`config.mk`:
```
export PLATFORM = sky130hd
export DESIGN_NAME = multicycle_ctrl
export DESIGN_NICKNAME = d
export VERILOG_FILES = /design/src/rtl/multicycle_ctrl.sv
export SDC_FILE = /design/constraint.sdc
export NUM_CORES = 1
export LEC_CHECK = 0
export CAP_MARGIN = 5
export CORE_MARGIN = 3
export CORE_UTILIZATION = 30
export DETAILED_ROUTE_END_ITERATION = 12
export PLACE_DENSITY = 0.66
export SLEW_MARGIN = 20
export SYNTH_ARGS = -nofsm -noshare
export SYNTH_HDL_FRONTEND = slang
export SYNTH_SLANG_ARGS = --single-unit
```
`constraint.sdc`:
```
create_clock -name clk -period 1.65 [get_ports clk]
set_input_delay 0.165 -clock clk [delete_from_list [all_inputs] [get_ports clk]]
set_output_delay 0.165 -clock clk [all_outputs]
set_load 0.01 [all_outputs]
```
`src/rtl/multicycle_ctrl.sv`:
```
// Multicycle RV32I control FSM: sequences FETCH/DECODE/EXECUTE/MEM/WB over one
// shared memory port and one ALU, with a sticky TRAP for illegal/system opcodes.
module multicycle_ctrl (
  input  logic       clk,
  input  logic       rst,
  input  logic [6:0] opcode,
  input  logic [2:0] op_type,
  input  logic       branch_taken,
  input  logic       mem_ready,
  output logic [2:0] state,
  output logic       mem_req,
  output logic       mem_we,
  output logic       addr_sel,
  output logic       ir_we,
  output logic       mdr_we,
  output logic       pc_we,
  output logic [1:0] pc_src,
  output logic [1:0] alu_a_sel,
  output logic       alu_b_sel,
  output logic       rf_we,
  output logic [1:0] wb_sel,
  output logic       retire,
  output logic       halted
);

  localparam logic [2:0] S_FETCH   = 3'd0;
  localparam logic [2:0] S_DECODE  = 3'd1;
  localparam logic [2:0] S_EXECUTE = 3'd2;
  localparam logic [2:0] S_MEM     = 3'd3;
  localparam logic [2:0] S_WB      = 3'd4;
  localparam logic [2:0] S_TRAP    = 3'd5;

  localparam logic [6:0] OP_R      = 7'b0110011;
  localparam logic [6:0] OP_IMM    = 7'b0010011;
  localparam logic [6:0] OP_LOAD   = 7'b0000011;
  localparam logic [6:0] OP_STORE  = 7'b0100011;
  localparam logic [6:0] OP_BRANCH = 7'b1100011;
  localparam logic [6:0] OP_JAL    = 7'b1101111;
  localparam logic [6:0] OP_JALR   = 7'b1100111;
  localparam logic [6:0] OP_LUI    = 7'b0110111;
  localparam logic [6:0] OP_AUIPC  = 7'b0010111;
  localparam logic [6:0] OP_FENCE  = 7'b0001111;

  logic [2:0] state_next;
  logic       legal;
  logic       is_store;

  // Unknown opcodes decode as type I, so classification relies on the opcode alone.
  logic unused_op_type;
  assign unused_op_type = ^op_type;

  always_comb begin
    legal = 1'b0;
    case (opcode)
      OP_R, OP_IMM, OP_LOAD, OP_STORE, OP_BRANCH,
      OP_JAL, OP_JALR, OP_LUI, OP_AUIPC, OP_FENCE: legal = 1'b1;
      default:                                     legal = 1'b0;
    endcase
  end

  assign is_store = (opcode == OP_STORE);

  always_ff @(posedge clk) begin
    if (rst) state <= S_FETCH;
    else     state <= state_next;
  end

  always_comb begin
    state_next = state;
    mem_req    = 1'b0;
    mem_we     = 1'b0;
    addr_sel   = 1'b0;
    ir_we      = 1'b0;
    mdr_we     = 1'b0;
    pc_we      = 1'b0;
    pc_src     = 2'd0;
    alu_a_sel  = 2'd0;
    alu_b_sel  = 1'b0;
    rf_we      = 1'b0;
    wb_sel     = 2'd0;
    retire     = 1'b0;
    halted     = 1'b0;
    case (state)
      S_FETCH: begin
        mem_req = 1'b1;
        if (mem_ready) begin
          ir_we      = 1'b1;
          state_next = S_DECODE;
        end
      end
      S_DECODE: state_next = legal ? S_EXECUTE : S_TRAP;
      S_EXECUTE: begin
        case (opcode)
          OP_R:     state_next = S_WB;
          OP_IMM:   begin alu_b_sel = 1'b1; state_next = S_WB;  end
          OP_LOAD:  begin alu_b_sel = 1'b1; state_next = S_MEM; end
          OP_STORE: begin alu_b_sel = 1'b1; state_next = S_MEM; end
          OP_LUI:   begin alu_a_sel = 2'd2; alu_b_sel = 1'b1; state_next = S_WB; end
          OP_AUIPC: begin alu_a_sel = 2'd1; alu_b_sel = 1'b1; state_next = S_WB; end
          OP_JAL:   state_next = S_WB;
          OP_JALR:  begin alu_b_sel = 1'b1; state_next = S_WB;  end
          OP_BRANCH: begin
            pc_we      = 1'b1;
            pc_src     = branch_taken ? 2'd1 : 2'd0;
            retire     = 1'b1;
            state_next = S_FETCH;
          end
          OP_FENCE: begin
            pc_we      = 1'b1;
            retire     = 1'b1;
            state_next = S_FETCH;
          end
          default:  state_next = S_TRAP;
        endcase
      end
      S_MEM: begin
        mem_req  = 1'b1;
        addr_sel = 1'b1;
        mem_we   = is_store;
        if (mem_ready) begin
          if (is_store) begin
            pc_we      = 1'b1;
            retire     = 1'b1;
            state_next = S_FETCH;
          end else begin
            mdr_we     = 1'b1;
            state_next = S_WB;
          end
        end
      end
      S_WB: begin
        rf_we      = 1'b1;
        retire     = 1'b1;
        pc_we      = 1'b1;
        state_next = S_FETCH;
        case (opcode)
          OP_LOAD: wb_sel = 2'd1;
          OP_JAL:  begin wb_sel = 2'd2; pc_src = 2'd1; end
          OP_JALR: begin wb_sel = 2'd2; pc_src = 2'd2; end
          default: wb_sel = 2'd0;
        endcase
      end
      S_TRAP:  halted = 1'b1;
      default: state_next = S_FETCH;
    endcase
    // Enables drop in the reset cycle itself, even mid-access.
    if (rst) begin
      mem_req = 1'b0;
      mem_we  = 1'b0;
      ir_we   = 1'b0;
      mdr_we  = 1'b0;
      pc_we   = 1'b0;
      rf_we   = 1'b0;
      retire  = 1'b0;
    end
  end

endmodule
```
==> out/results.ini, run 1 <==
[outcome]
status=finished clean

[power]
total_power_w=0.000546
power_switching_w=0.000206
switching_share=0.378
ir_worst_vdd_mv=0.320
internal_power_w=0.000340
powerDensity_mw_per_mm2=460
pwr-share-comb=0.586
p_leak_nw=0.546
seqPwrFrac=0.171
power_frac_clock=0.243

[critical_path]
required_ns=1.48
path_max_fanout=5
ff2ff_setup_slack_ns=0.27
start_kind=flip-flop
critPathKind=flip-flop to output port
critPathCaptureType=output port
cp.arrival_ns=1.48

[logic_synthesis]
synth_cell_types=33
netlist_area_um2=569
yosys_warnings=0
synth.area.top_cells=dfxtp_1 11%, nor2b_1 8.8%, nor3_1 6.2%, nor2_1 5.3%, or3b_1 4.6%
netlist.area_leader.share=0.105
synth_largest_area_cell=dfxtp_1
synth_edf_count=0
synth_nets=100
avgSynthCellArea_um2=6.62
synth_common_cells=8 x nor2_1, 8 x nor2b_1, 7 x nor3_1
syn_inst=86
synth_seq_cells=3
async_flop_share=0
synth-seq-area-share=0.105
ys.flop_type=dfxtp_1

[global_routing]
grt_max_degree=10
grt_usage=0.181
grt_pass1_wl_mm=3.61
overflow=0
antenna_found_initial=0
grt_pass1_vias=879

[finish]
n_antenna_cell=0
syn2layout_area_growth_pct=109
final_util=0.673
final_nets=160
regMostFlops=state
top_regs=state (3)
final_area_mm2=0.00119
drive_gt1_frac=0.510
largest_reg_flops=3
fin_cells=170

[detailed_routing]
wl_met1_um=865
drt_iter0_markers=10
num_vias=855
routed-wl-met2_mm=1.10
routed_wl_mm=2.14
drc=0
route.met3.wl_um=142
wl_per_cell_um=12.6
vias_per_cell=5.03
ant_nets=0
first_pass_iters=4
dr.max_layer_used=met4

[clock_network]
cts_max_level=1
root_buffer=clkbuf_4
cts_buffers=3
clk_path_buf_depth=2
cts_tree=done
clock_latency_ns=0.23
cts_hold_buf=0
clkTransAtPathRegs_ns=0.04
cts_sinks=3

[min_path]
hold_class=primary input to flip-flop

[floorplanning]
dieArea_mm2=0.00246
die_w_um=49.6
start_util=0.323
die_h_um=49.6
core_mm2=0.00176
io_pins=33
rows=15

[timing]
skew_ns=0.00168
max_freq_ghz=0.606
fin_crit_ns=1.65
rsz0062_at_grt=yes
finalHoldViolCount=0
tightest_slew_ns=0.273
fin_hold_ws_ns=0.584
finalMaxSlewViolations=0
final-setup-viol-count=0
slew_headroom=0.816
finalCritPeriodShare=0.999

[placed_design]
dp_cells=160
gp_congestion=0.797
port_buffers=29
hpwl_mm=1.59
dpl_cell_area_mm2=0.00107

[run]
maxCapViolations=0

==> path summary, 6_finish.rpt <==
kind / depth (start not counted) / startpoint / end
worst min-delay path: 4 / opcode[5] / state[2]
worst max-delay path: 4 / state[1] / wb_sel[1]
worst max register to register: 4 / state[1] / state[0]
worst min register to register: 2 / state[2] / state[1]
==> routing by layer <==
metal / global-route usage / up-vias
met1: 0.188 / 385
met4: 0.0230 / 0
met3: 0.0604 / 5
met5: 0 / -
li1: - / 431
met2: 0.352 / 34
==> final cells by class <==
cell class | count | area, um^2
fillers | 172 | 577
multi-input cells | 71 | 559
repair buffers | 63 | 489
flip-flops and latches | 3 | 66.3
well taps | 25 | 31.3
clock buffers | 4 | 26.3
inverters | 4 | 15.0
==> critical path: stages, from the launching register on <==
cell             delay, ns
dfxtp_4               0.35
nand2b_1              0.18
or3_4                 0.38
nor2_1                0.12
clkdlybuf4s15_2       0.23
==> power groups by stage <==
stage               Clock, W  Combinational (W)  Sequential, W
global route        0.000145           0.000346      0.0000958
floorplan                  0           0.000134      0.0000969
CTS                 0.000137           0.000302      0.0000940
global placement           0           0.000293      0.0000924
finish              0.000133           0.000320      0.0000934
detailed placement         0           0.000298      0.0000926
==> placed cells by master, fill, tap and decap left out, types with 3 or more instances in the layout <==
cell / netlist / final
buf_4: 1 / 30
buf_2: 4 / 10
buf_6: 0 / 4
clkdlybuf4s50_1: 0 / 6
nor3_2: 0 / 3
nand2_1: 5 / 5
a31oi_1: 3 / 3
a21oi_1: 4 / 3
nor2b_1: 8 / 7
dlygate4sd2_1: 0 / 7
o21ai_0: 5 / 4
clkbuf_2: 0 / 3
inv_1: 4 / 4
clkbuf_4: 0 / 3
nor3_1: 7 / 3
nor2_1: 8 / 8
==> kinds of logic (layout without fill, tap and decap cells) <==
group,count (synthesis),after routing,share of synthesized area
xor+xnor,1,1,0.0154
compound gates,21,21,0.259
buf+inv,12,71,0.0945
simple gates,49,49,0.525
flops,3,3,0.105
==> repair_timing <==
item,4_1_cts,5_1_grt
cloned,0,0
pin swaps,8,6
endpoints found under the setup margin,18,11
endpoints found under the hold margin,0,0
gates resized for setup,80,14
setup buffers,4,2
==> stage by stage <==
stage	TNS (ns)	setup WS, ns
after detailed placement	-6.33	-0.612
after global routing	-0.374	-0.0771
after global placement	-5.95	-0.584
final	0	0.000984
after floorplan	0	0.00421
after CTS	-0.201	-0.0729
(Power assumes the default switching activity.)
==> run 2, diff against run 1 <==
Settings changed: CORE_UTILIZATION 30 to 37, PLACE_DENSITY 0.66 to 0.79, TNS_END_PERCENT set to 100.
==> out/results.ini, run 2 (synthesis gave the netlist of run 1 again) <==
[min_path]
hold_class=primary input to flip-flop  ; unchanged

[finish]
regMostFlops=state  ; unchanged
final_util=0.840  ; was 0.673
drive_gt1_frac=0.486  ; was 0.510
fillerInstances=87  ; was 172
layout_common_cells=26 x buf_4, 12 x buf_2, 8 x dlygate4sd2_1  ; was 30 x buf_4, 10 x buf_2, 8 x nor2_1
syn2layout_area_growth_pct=102  ; was 109%
final_nets=157  ; was 160
final_common_cell=buf_4  ; unchanged
fin_cells=157  ; was 170
n_antenna_cell=0  ; unchanged
largest_reg_flops=3  ; unchanged
top_regs=state (3)  ; unchanged

[global_routing]
grt_util_met2=0.475  ; was 0.352
use_met3=0.0478  ; was 0.0604
grt_use_met1=0.293  ; was 0.188
overflow=0  ; unchanged
grt_max_degree=12  ; was 10
grt_pass1_wl_mm=3.97  ; was 3.61 mm
grt.busiest_layer=met2  ; unchanged
antenna_found_initial=0  ; unchanged
grt_usage=0.263  ; was 0.181
grt_pass1_vias=898  ; was 879

[power]
p_leak_nw=0.545  ; was 0.546 nW
power_switching_w=0.000230  ; was 0.000206 W
seqPwrFrac=0.164  ; was 0.171
power_frac_clock=0.245  ; was 0.243
powerDensity_mw_per_mm2=497  ; was 460 mW/mm^2
internal_power_w=0.000340  ; about the same
switching_share=0.404  ; was 0.378
pwr-share-comb=0.591  ; was 0.586
ir_worst_vdd_mv=0.520  ; was 0.320 mV

[critical_path]
cp.arrival_ns=1.55  ; was 1.48 ns
start_kind=flip-flop  ; unchanged
required_ns=1.48  ; about the same
path_max_fanout=5  ; unchanged
critPathKind=flip-flop to output port  ; unchanged
critPathCaptureType=output port  ; unchanged

[timing]
fin_crit_ns=1.71  ; was 1.65 ns
finalHoldViolCount=0  ; unchanged
slew_headroom=0.806  ; was 0.816
finalMaxSlewViolations=0  ; unchanged
skew_ns=0.00454  ; was 0.00168 ns
tightest_slew_ns=0.288  ; was 0.273 ns
max_freq_ghz=0.584  ; was 0.606 GHz
final-setup-viol-count=4  ; was 0
rsz0062_at_grt=yes  ; unchanged
fin_ws_ns=-0.0620  ; was 0.000984 ns
finalCritPeriodShare=1.04  ; was 0.999

[detailed_routing]
routed_wl_mm=2.75  ; was 2.14 mm
vias_per_cell=6.01  ; was 5.03
wl_per_cell_um=17.5  ; was 12.6 um
num_vias=944  ; was 855
ant_nets=0  ; unchanged
first_pass_iters=4  ; unchanged
drt_iter0_markers=26  ; was 10
drc=0  ; unchanged

[outcome]
failed_checks=negative setup slack
status=finished, violations left  ; was finished clean

[clock_network]
cts_buffers=3  ; unchanged
cts_tree=done  ; unchanged
clock_latency_ns=0.24  ; was 0.23 ns
cts_sinks=3  ; unchanged
cts_max_level=1  ; unchanged
clkTransAtPathRegs_ns=0.04  ; about the same
cts_hold_buf=0  ; unchanged
root_buffer=clkbuf_4  ; unchanged
clk_path_buf_depth=2  ; unchanged

[run]
maxCapViolations=0  ; unchanged

[floorplanning]
rows=13  ; was 15
io_pins=33  ; unchanged
core_mm2=0.00137  ; was 0.00176 mm^2
dieArea_mm2=0.00205  ; was 0.00246 mm^2
start_util=0.417  ; was 0.323
die_h_um=45.2  ; was 49.6 um
die_w_um=45.2  ; was 49.6 um

[placed_design]
port_buffers=29  ; unchanged
place_ws_ns=-0.655  ; was -0.612 ns
hpwl_mm=1.78  ; was 1.59 mm
dp_cells=150  ; was 160
gp_congestion=0.801  ; was 0.797

[run 2: cell count changes in the layout (fill, tap and decap cells not counted), sizes merged]
cell	previous run	this run
clkdlybuf4s15	3	1
clkbuf	7	5
dlygate4sd2	7	8
buf	44	43
dlymetal6s2s	0	1
[run 2: worst paths after layout]
path	from	end	slack (ns)	cells after the start
worst max-delay path	state[1]	alu_a_sel[0]	-0.06	5
worst min-delay path	opcode[4]	state[0]	0.55	5
worst max register to register	state[2]	state[2]	0.11	8
worst min register to register	state[2]	state[1]	0.60	2
[run 2: area by class of cell]
type,instances,area [um^2],share of cell area
Clock buffer,4,26.3,0.0229
Inverter,4,15.0,0.0131
Tap cell,15,18.8,0.0164
Sequential cell,3,65.1,0.0567
Timing Repair Buffer,60,469,0.409
Multi-Input combinational cell,71,553,0.482
[run 2: what timing repair did]
item / 4_1_cts / 5_1_grt
pin swaps: 4 / 10
setup endpoints to repair: 17 / 15
hold endpoints to repair: 0 / 0
gates resized for setup: 71 / 20
setup buffers: 2 / 1
[run 2: layer usage]
layer  share of wire  vias up
li1                -      425
met5               0        -
met2            0.50       56
met3           0.077       14
met1            0.37      449
met4           0.048        0
[run 2: critical path, cell delays in order, from the launching register on]
cell	delay (ns)
dfxtp_4	0.36
or3b_4	0.41
nor3_4	0.21
nand3_2	0.10
nor2_1	0.10
buf_2	0.13
[run 2: power groups by stage]
stage | clock (W) | sequential, W | combinational (W)
2_1_floorplan | 0 | 0.0000969 | 0.000134
3_5_place_dp | 0 | 0.0000915 | 0.000303
3_3_place_gp | 0 | 0.0000911 | 0.000292
5_1_grt | 0.000142 | 0.0000943 | 0.000360
4_1_cts | 0.000138 | 0.0000913 | 0.000296
6_report | 0.000140 | 0.0000935 | 0.000337
[run 2: through the flow]
| step | total power [W] | hold WS [ns] | setup TNS (ns) | instance area, um^2 |
|---|---|---|---|---|
| floorplan | 0.000231 | 0.359 | 0 | 577 |
| global placement | 0.000383 | 0.623 | -5.64 | 1060 |
| detailed placement | 0.000394 | 0.626 | -6.27 | 1060 |
| CTS | 0.000525 | 0.623 | -0.0826 | 1090 |
| global route | 0.000596 | 0.627 | -0.668 | 1150 |
| finish | 0.000570 | 0.550 | -0.198 | 1150 |
